## src/rtl/cmd_word_decoder.sv

```systemverilog
// Command-word receiver: decodes cmd_icd_pkg words into bank-register writes or
// forwarded OUT fields, dropping and counting malformed words.
module cmd_word_decoder #(
  parameter bit          STRICT_RSVD  = 1'b1,
  parameter logic [7:0]  BANK_RST_VAL = 8'h00,
  parameter int unsigned ERR_CNT_W    = 16
) (
  input  logic                 clk,
  input  logic                 rst_n,
  input  logic [31:0]          s_data_i,
  input  logic                 s_valid_i,
  output logic                 s_ready_o,
  output logic [31:0]          bank_val_o,
  output logic [3:0]           bank_upd_o,
  output logic [4:0]           out_data_o,
  output logic                 out_valid_o,
  input  logic                 out_ready_i,
  output logic                 err_o,
  output logic [1:0]           err_code_o,
  output logic [ERR_CNT_W-1:0] err_cnt_o,
  output logic                 busy_o
);

  typedef enum logic [1:0] {
    IDLE,
    EXEC,
    OUT_WAIT
  } state_t;

  state_t          state, state_nxt;
  logic [31:0]     word_q;
  logic [3:0][7:0] bank_q;

  logic       id_bank, id_out;
  logic       rsvd_bank, rsvd_out;
  logic [1:0] dec_code;
  logic       exec_bank, exec_out, exec_err;

  // Unknown ID outranks any reserved-field violation.
  always_comb begin
    id_bank   = (word_q[31:28] == 4'b0000);
    id_out    = (word_q[31:28] == 4'b0001);
    rsvd_bank = (|word_q[7:4]) | (|word_q[27:16]);
    rsvd_out  = |word_q[27:5];
    dec_code  = 2'd0;
    if (!id_bank && !id_out)
      dec_code = 2'd1;
    else if (STRICT_RSVD && ((id_bank && rsvd_bank) || (id_out && rsvd_out)))
      dec_code = 2'd2;
    exec_err  = (state == EXEC) && (dec_code != 2'd0);
    exec_bank = (state == EXEC) && (dec_code == 2'd0) && id_bank;
    exec_out  = (state == EXEC) && (dec_code == 2'd0) && id_out;
  end

  always_comb begin
    state_nxt = state;
    case (state)
      IDLE:     if (s_valid_i) state_nxt = EXEC;
      EXEC:     state_nxt = exec_out ? OUT_WAIT : IDLE;
      OUT_WAIT: if (out_ready_i) state_nxt = IDLE;
      default:  state_nxt = IDLE;
    endcase
  end

  always_ff @(posedge clk or negedge rst_n) begin
    if (!rst_n) state <= IDLE;
    else        state <= state_nxt;
  end

  always_ff @(posedge clk or negedge rst_n) begin
    if (!rst_n) begin
      word_q      <= '0;
      bank_q      <= {4{BANK_RST_VAL}};
      bank_upd_o  <= '0;
      out_data_o  <= '0;
      out_valid_o <= 1'b0;
      err_o       <= 1'b0;
      err_code_o  <= '0;
      err_cnt_o   <= '0;
    end else begin
      bank_upd_o <= '0;
      err_o      <= 1'b0;
      if (state == IDLE && s_valid_i)
        word_q <= s_data_i;
      if (exec_bank) begin
        for (int unsigned i = 0; i < 4; i++)
          if (word_q[i]) bank_q[i] <= word_q[15:8];
        bank_upd_o <= word_q[3:0];
      end
      if (exec_out) begin
        out_data_o  <= word_q[4:0];
        out_valid_o <= 1'b1;
      end else if (state == OUT_WAIT && out_ready_i) begin
        out_valid_o <= 1'b0;
      end
      if (exec_err) begin
        err_o      <= 1'b1;
        err_code_o <= dec_code;
        if (err_cnt_o != '1)
          err_cnt_o <= err_cnt_o + ERR_CNT_W'(1);
      end
    end
  end

  assign bank_val_o = bank_q;
  assign s_ready_o  = (state == IDLE);
  assign busy_o     = (state != IDLE);

endmodule
```

## config.mk

```make
export PLATFORM = sky130hd
export DESIGN_NAME = cmd_word_decoder
export DESIGN_NICKNAME = d
export VERILOG_FILES = /design/src/rtl/cmd_word_decoder.sv
export SDC_FILE = /design/constraint.sdc
export NUM_CORES = 1
export LEC_CHECK = 0
export CAP_MARGIN = 20
export CORE_ASPECT_RATIO = 2
export CORE_MARGIN = 8
export CORE_UTILIZATION = 48
export CTS_CLUSTER_DIAMETER = 30
export DETAILED_ROUTE_END_ITERATION = 6
export PLACE_DENSITY = 0.82
export SKIP_LAST_GASP = 1
export SYNTH_ARGS = -nofsm -noshare
export SYNTH_HDL_FRONTEND = slang
export SYNTH_SLANG_ARGS = --single-unit
```

## constraint.sdc

```tcl
create_clock -name clk -period 2.2 [get_ports clk]
set_clock_uncertainty 0.15 [all_clocks]
set_input_delay 0.33 -clock clk [delete_from_list [all_inputs] [get_ports clk]]
set_output_delay 0.33 -clock clk [all_outputs]
set_load 0.01 [all_outputs]
```

==> qor.yml, run 1 <==
cts:
  cts_sinks: 95
  cts_tree: "done"
  clock-root-buffer: "clkbuf_16"
  cts-htree-levels: 3
  path_clk_slew_ns: 0.07
  clock_latency_ns: 0.35
  numCtsBuffers: 9
  clock_path_buffers: 2
layout:
  seq_area_sq_um: 2380
  area_growth_pct: 43.0
  multi_input_area_sq_um: 1470
  drive_gt1_frac: 0.285
  fillers: 540
  antenna_cells: 0
  nets: 428
yosys:
  synth_seq_area_share: 0.621
  synth_area_sq_um: 3830
  synth-compound-area-share: 0.0131
  synth_seq_cells: 95
  synthXorXnorAreaFrac: 0.0320
  synthArstFlopShare: 1.00
  synth.distinct_cells: 31
  synth_top_family_by_area: "multiplexers"
  ys.flop_type: "dfrtp_1"
  synth_adder_area_share: 0.00327
  synth_edf_count: 0
  synthMuxAreaShare: 0.208
  syn_inst: 272
  syn_area_per_cell_sq_um: 14.1
  synth_simple_gate_area_frac: 0.111
  syn-num-nets: 309
  yosys_warnings: 0
critical_path:
  r2r_start: "word_q[20]$_DFFE_PN0P_"
  cp_data_arrival_time_ns: 2.23
  cp-start-kind: "flip-flop"
  crit_path_end_kind: "flip-flop"
  cp_max_fo: 8
  cp.required_ns: 2.28
  critPathKind: "reg2reg"
  crit_path_start: "word_q[20]$_DFFE_PN0P_"
power_and_ir_drop:
  finalPower_mw: 4.42
  p_leak_nw: 2.48
  power_density_nw_per_um2: 806
  ir_drop_v: 0.000534
grt:
  grt_pass1_wl_microns: 14900
  grt_overflow_total: 0
  antenna_found_initial: 0
  grt_pass1_vias: 2978
  track_usage: 0.170
  grt_max_degree: 47
timing:
  hold_viol_final: 0
  min_period_over_period: 0.978
  layout_setup_ws_ns: 0.0482
  finalSetupViolCount: 0
  min_period_ns: 2.15
  rsz0062_at_grt: "yes"
  timing.slew.headroom: 0.728
  hold-worst-slack_ns: 0.286
  worst_slew_pin_slew_ns: 0.407
  max_freq_ghz: 0.465
  final_max_slew_viol_count: 0
min_path:
  hold_path_class: "in2async"
floorplanning:
  io_pins: 99
  fp.dieH_microns: 142
  fp.dieW_microns: 79.2
  die_area_sq_um: 11300
  rows: 46
  core-area_sq_um: 7830
  start_util: 0.489
outcome:
  status: "finished, final reports clean"
routing:
  viasPerCell: 5.47
  postRouteAntennaNets: 0
  totalWireLength_microns: 9350
  wire_per_inst_microns: 19.0
  drtIter0Drc: 189
  vias: 2690
  first_pass_iters: 4
  drc: 0
placement:
  pre_cts_slack_ns: -0.147
  routabilityCongestion: 0.786
  io_buffers: 98
  place_hpwl_microns: 6510
job:
  drv_cap: 0
cell families after synthesis:
kind of cell             Yosys count
flip-flops                        95
AND/OR/NAND/NOR                   71
buffers and inverters             11
AO/OA/AOI/OAI                      9
XOR/XNOR                          14
adder cells (fa/ha/maj)            1
multiplexers                      71
path summary, 6_finish.rpt:
path	end	slack, ns	cells after the start
hold / removal	bank_val_o[25]$_DFFE_PN0P_	0.29	2
max in group asynchronous	bank_val_o[12]$_DFFE_PN0P_	0.99	3
hold reg to reg	err_code_o[0]$_DFFE_PN0P_	0.34	1
setup reg to reg	bank_val_o[8]$_DFFE_PN0P_	0.05	7
min in group clk	err_code_o[0]$_DFFE_PN0P_	0.34	1
setup / recovery	bank_val_o[8]$_DFFE_PN0P_	0.05	7
routing by layer:
layer	up-vias	share of wire	global-route usage
met5	-	0	0
met4	0	0.019	0.0767
met3	15	0.086	0.0601
met2	113	0.49	0.268
met1	1342	0.41	0.201
li1	1220	-	-
state kept, by name, summed over array words and instances (netlist names):
register / flops
err_o: 1
err_code_o: 2
state: 2
out_valid_o: 1
bank_upd_o: 4
err_cnt_o: 16
word_q: 32
out_data_o: 5
bank_val_o: 32
through the flow:
stage	util	cell area (sq um)	TNS [ns]	cells
after CTS	0.692	5420	-0.0160	490
after global routing	0.700	5480	-0.254	492
after global placement	0.640	5010	-1.01	472
final	0.700	5480	0	492
after detailed placement	0.640	5010	-2.16	472
after floorplan	-	3830	0	272
cell type report:
cell class,count,area share
Timing Repair Buffer,115,0.211
Clock buffer,10,0.0418
Clock inverter,6,0.0210
Multi-Input combinational cell,166,0.268
Inverter,4,0.00274
Sequential cell,95,0.434
Tap cell,96,0.0219
cells in the mapped netlist, types with 2 or more instances:
library cell  count  area [sq um]
clkbuf_1          3          11.3
a31oi_1           2          12.5
and2_1            2          12.5
nand2_1           6          22.5
dfrtp_1          95          2380
nand3_1           7          35.0
buf_2             4          20.0
nor4_1           11          68.8
o21ai_0           4          20.0
and3_1            5          31.3
nand4_1           7          43.8
nor2b_1           2          12.5
inv_1             4          15.0
mux2_2           68           766
nand3_2           4          40.0
mux2_1            2          22.5
nor3_1            8          40.0
nor4b_1           2          17.5
a21oi_1           2          10.0
xor2_1           14           123
nor2_1           10          37.5
power breakdown:
part	switching [mW]	leakage, nW	internal (mW)
Sequential	0.170	1.24	1.90
Combinational	0.237	1.08	0.325
Clock	0.666	0.164	1.12
Total	1.07	2.48	3.34
cells in the final DEF, fill, tap and decap left out, types with 7 or more instances in the layout:
master	instances
clkbuf_16	10
xor2_1	14
nor4_1	8
nor3_1	8
mux2_2	68
nand3_1	7
nor2_1	10
clkdlybuf4s50_1	96
nand4_1	7
dfrtp_1	95
buf_4	13
worst max-delay path: stages (launching register included):
cell and delay (ns):
dfrtp_1 0.41, nor4_2 0.31, nand4_1 0.17, buf_6 0.17, nor3_4 0.16, buf_12 0.16, nand3_4 0.16, mux2_4 0.34
repair_timing:
action	CTS	global route
hold endpoints to repair	26	0
hold buffers	1	0
pin swaps	1	3
buffers inserted	1	1
cloned	0	1
setup endpoints to repair	38	40
gates resized for setup	6	6
(Power assumes the default switching activity.)
==> run 2: changes to the inputs <==
--- a/config.mk
+++ b/config.mk
@@ -5,13 +5,14 @@
 export SDC_FILE = /design/constraint.sdc
 export NUM_CORES = 1
 export LEC_CHECK = 0
-export CAP_MARGIN = 20
+export ABC_AREA = 1
+export CAP_MARGIN = 15
 export CORE_ASPECT_RATIO = 2
 export CORE_MARGIN = 8
-export CORE_UTILIZATION = 48
+export CORE_UTILIZATION = 50
 export CTS_CLUSTER_DIAMETER = 30
 export DETAILED_ROUTE_END_ITERATION = 6
-export PLACE_DENSITY = 0.82
+export PLACE_DENSITY = 0.83
 export SKIP_LAST_GASP = 1
 export SYNTH_ARGS = -nofsm -noshare
 export SYNTH_HDL_FRONTEND = slang
==> qor.yml, run 2 <==
outcome:
  status: "finished, final reports clean"  # unchanged
routing:
  dr_wl_met2_microns: 6150  # was 4560 microns
  drc: 0  # unchanged
  vias: 3633  # was 2,690
  wire_per_inst_microns: 15.4  # was 19.0 microns
  totalWireLength_microns: 10800  # was 9350 microns
  met3_wirelength_microns: 548  # was 800 microns
  postRouteAntennaNets: 0  # unchanged
  wl_met1_microns: 3780  # was 3810 microns
  top_layer_used: "met4"  # unchanged
  viasPerCell: 5.20  # was 5.47
  drtIter0Drc: 165  # was 189
  first_pass_iters: 4  # unchanged
timing:
  min_period_over_period: 0.947  # was 0.978
  finalSetupViolCount: 0  # unchanged
  max_freq_ghz: 0.480  # was 0.465 GHz
  min_period_ns: 2.08  # was 2.15 ns
  timing.slew.headroom: 0.657  # was 0.728
  hold_viol_final: 0  # unchanged
  worst_slew_pin_slew_ns: 0.514  # was 0.407 ns
  hold-worst-slack_ns: 0.322  # was 0.286 ns
  final_max_slew_viol_count: 0  # unchanged
  setup-tns-final_ns: 0  # unchanged
floorplanning:
  io_pins: 99  # unchanged
  core-area_sq_um: 8170  # was 7830 sq um
  die_area_sq_um: 11600  # was 11,300 sq um
  fp.dieH_microns: 145  # was 142 microns
  start_util: 0.506  # was 0.489
  rows: 47  # was 46
  fp.dieW_microns: 80.3  # was 79.2 microns
critical_path:
  cp_data_arrival_time_ns: 1.60  # was 2.23 ns
  cp_max_fo: 4  # was 8
  cp-start-kind: "flip-flop"  # unchanged
  crit_path_end_kind: "primary output"  # was flip-flop
  critPathKind: "reg2out"  # was reg2reg
  cp.required_ns: 1.72  # was 2.28 ns
grt:
  track_usage: 0.198  # was 0.170
  grt_max_degree: 41  # was 47
  grt_overflow_total: 0  # unchanged
  grt_pass1_vias: 3687  # was 2,978
  antenna_found_initial: 0  # unchanged
  grt_pass1_wl_microns: 17700  # was 14,900 microns
layout:
  seq_area_sq_um: 2380  # about the same
  antenna_cells: 0  # unchanged
  area_growth_pct: 35.2  # was 43.0%
  nets: 633  # was 428
  multi_input_area_sq_um: 1540  # was 1470 sq um
  fillers: 674  # was 540
  drive_gt1_frac: 0.0682  # was 0.285
  mostFrequentLayoutCells: "nand2_1, clkdlybuf4s50_1, dfrtp_1, nand3_1, nor2_1"  # was clkdlybuf4s50_1, dfrtp_1, mux2_2, xor2_1, buf_4
  final_common_cell: "nand2_1"  # was clkdlybuf4s50_1
yosys:
  synth_edf_count: 0  # unchanged
  synth_seq_cells: 95  # unchanged
  synthArstFlopShare: 1.00  # unchanged
  synth.most_common_cell: "nand2_1"  # was dfrtp_1
  synth_area_leaders: "dfrtp_1, nand2_1, nand3_1"  # was dfrtp_1, mux2_2, xor2_1
  synth_area_sq_um: 4140  # was 3830 sq um
  syn-num-nets: 529  # was 309
  synth_common_cells: "nand2_1, dfrtp_1, nand3_1, nor2_1, inv_1"  # was dfrtp_1, mux2_2, xor2_1, nor4_1, nor2_1
  netlist.area_leader.share: 0.575  # was 0.621
  ys.flop_type: "dfrtp_1"  # unchanged
  yosys_warnings: 0  # unchanged
  syn_area_per_cell_sq_um: 8.41  # was 14.1 sq um
  synth.distinct_cells: 21  # was 31
  syn_inst: 492  # was 272
  synth_seq_area_share: 0.575  # was 0.621
  yosysTopAreaCell: "dfrtp_1"  # unchanged
cts:
  path_clk_slew_ns: 0.06  # was 0.07 ns
  clock_latency_ns: 0.34  # was 0.35 ns
  numCtsBuffers: 9  # unchanged
  cts_tree: "done"  # unchanged
  cts-htree-levels: 3  # unchanged
  clock_path_buffers: 2  # unchanged
  cts_sinks: 95  # unchanged
  clock-root-buffer: "clkbuf_16"  # unchanged
job:
  drv_cap: 0  # unchanged
placement:
  routabilityCongestion: 0.869  # was 0.786
  io_buffers: 98  # unchanged
  place_hpwl_microns: 8210  # was 6510 microns
power_and_ir_drop:
  power_density_nw_per_um2: 1070  # was 806 nW/um^2
  ir_drop_v: 0.000774  # was 0.000534 V
  p_leak_nw: 2.74  # was 2.48 nW
min_path:
  hold_path_class: "reg2reg"  # was in2async
run 2: worst paths after layout:
check                                            from                         end  slack [ns]  cells after the start
hold / removal             bank_val_o[14]$_DFFE_PN0P_  bank_val_o[14]$_DFFE_PN0P_        0.32                      2
min in group asynchronous                       rst_n     bank_upd_o[1]$_DFF_PN0_        0.36                      2
max in group asynchronous                       rst_n    err_cnt_o[0]$_DFFE_PN0P_        0.89                      3
hold reg to reg            bank_val_o[14]$_DFFE_PN0P_  bank_val_o[14]$_DFFE_PN0P_        0.32                      2
setup reg to reg                word_q[6]$_DFFE_PN0P_  bank_val_o[22]$_DFFE_PN0P_        0.18                     11
setup / recovery                 state[1]$_DFFE_PN0P_                   s_ready_o        0.12                      2
run 2: repair_timing:
action | in CTS | in global routing
hold buffers | 1 | 0
setup buffers | 0 | 3
gates resized for setup | 0 | 2
endpoints found under the setup margin | 0 | 44
endpoints found under the hold margin | 37 | 0
run 2: stage by stage:
step	instance area, sq um	cells	total power [mW]	util	worst slack [ns]
CTS	5550	696	6.00	0.679	0.0802
finish	5590	699	5.96	0.684	0.118
global placement	5220	679	4.25	0.639	0.194
global route	5590	699	6.28	0.684	-0.0163
detailed placement	5220	679	4.32	0.639	0.102
floorplan	4140	492	3.29	-	0.473
run 2: critical path: stages (launching register included):
cell and delay (ns):
dfrtp_1 0.41, nor2_1 0.26, clkdlybuf4s50_1 0.59
run 2: final cells by class:
| cell class | instances | share of cell area |
|---|---|---|
| Inverter | 30 | 0.0201 |
| Clock inverter | 5 | 0.0145 |
| Multi-Input combinational cell | 349 | 0.275 |
| Clock buffer | 11 | 0.0434 |
| Tap cell | 98 | 0.0219 |
| Timing Repair Buffer | 111 | 0.200 |
| Sequential cell | 95 | 0.425 |
run 2: per-layer routing:
layer,vias to the layer above,track usage
li1,1746,-
met1,1737,0.195
met2,123,0.367
met3,27,0.0455
met4,0,0.0985
met5,-,0
run 2: cells by family (layout without fill, tap and decap cells):
kind of cell | after synthesis | count (layout) | synth area share
buffers and inverters | 48 | 157 | 0.0538
AND/OR/NAND/NOR | 315 | 315 | 0.316
adder cells (fa/ha/maj) | 1 | 1 | 0.00302
flip-flops | 95 | 95 | 0.575
AO/OA/AOI/OAI | 19 | 19 | 0.0230
XOR/XNOR | 14 | 14 | 0.0296
run 2: report_power, final:
part | total [mW] | internal (mW) | leakage [nW] | switching [mW]
Combinational | 1.69 | 0.884 | 1.35 | 0.811
Clock | 1.66 | 1.03 | 0.156 | 0.633
Sequential | 2.61 | 2.19 | 1.23 | 0.420
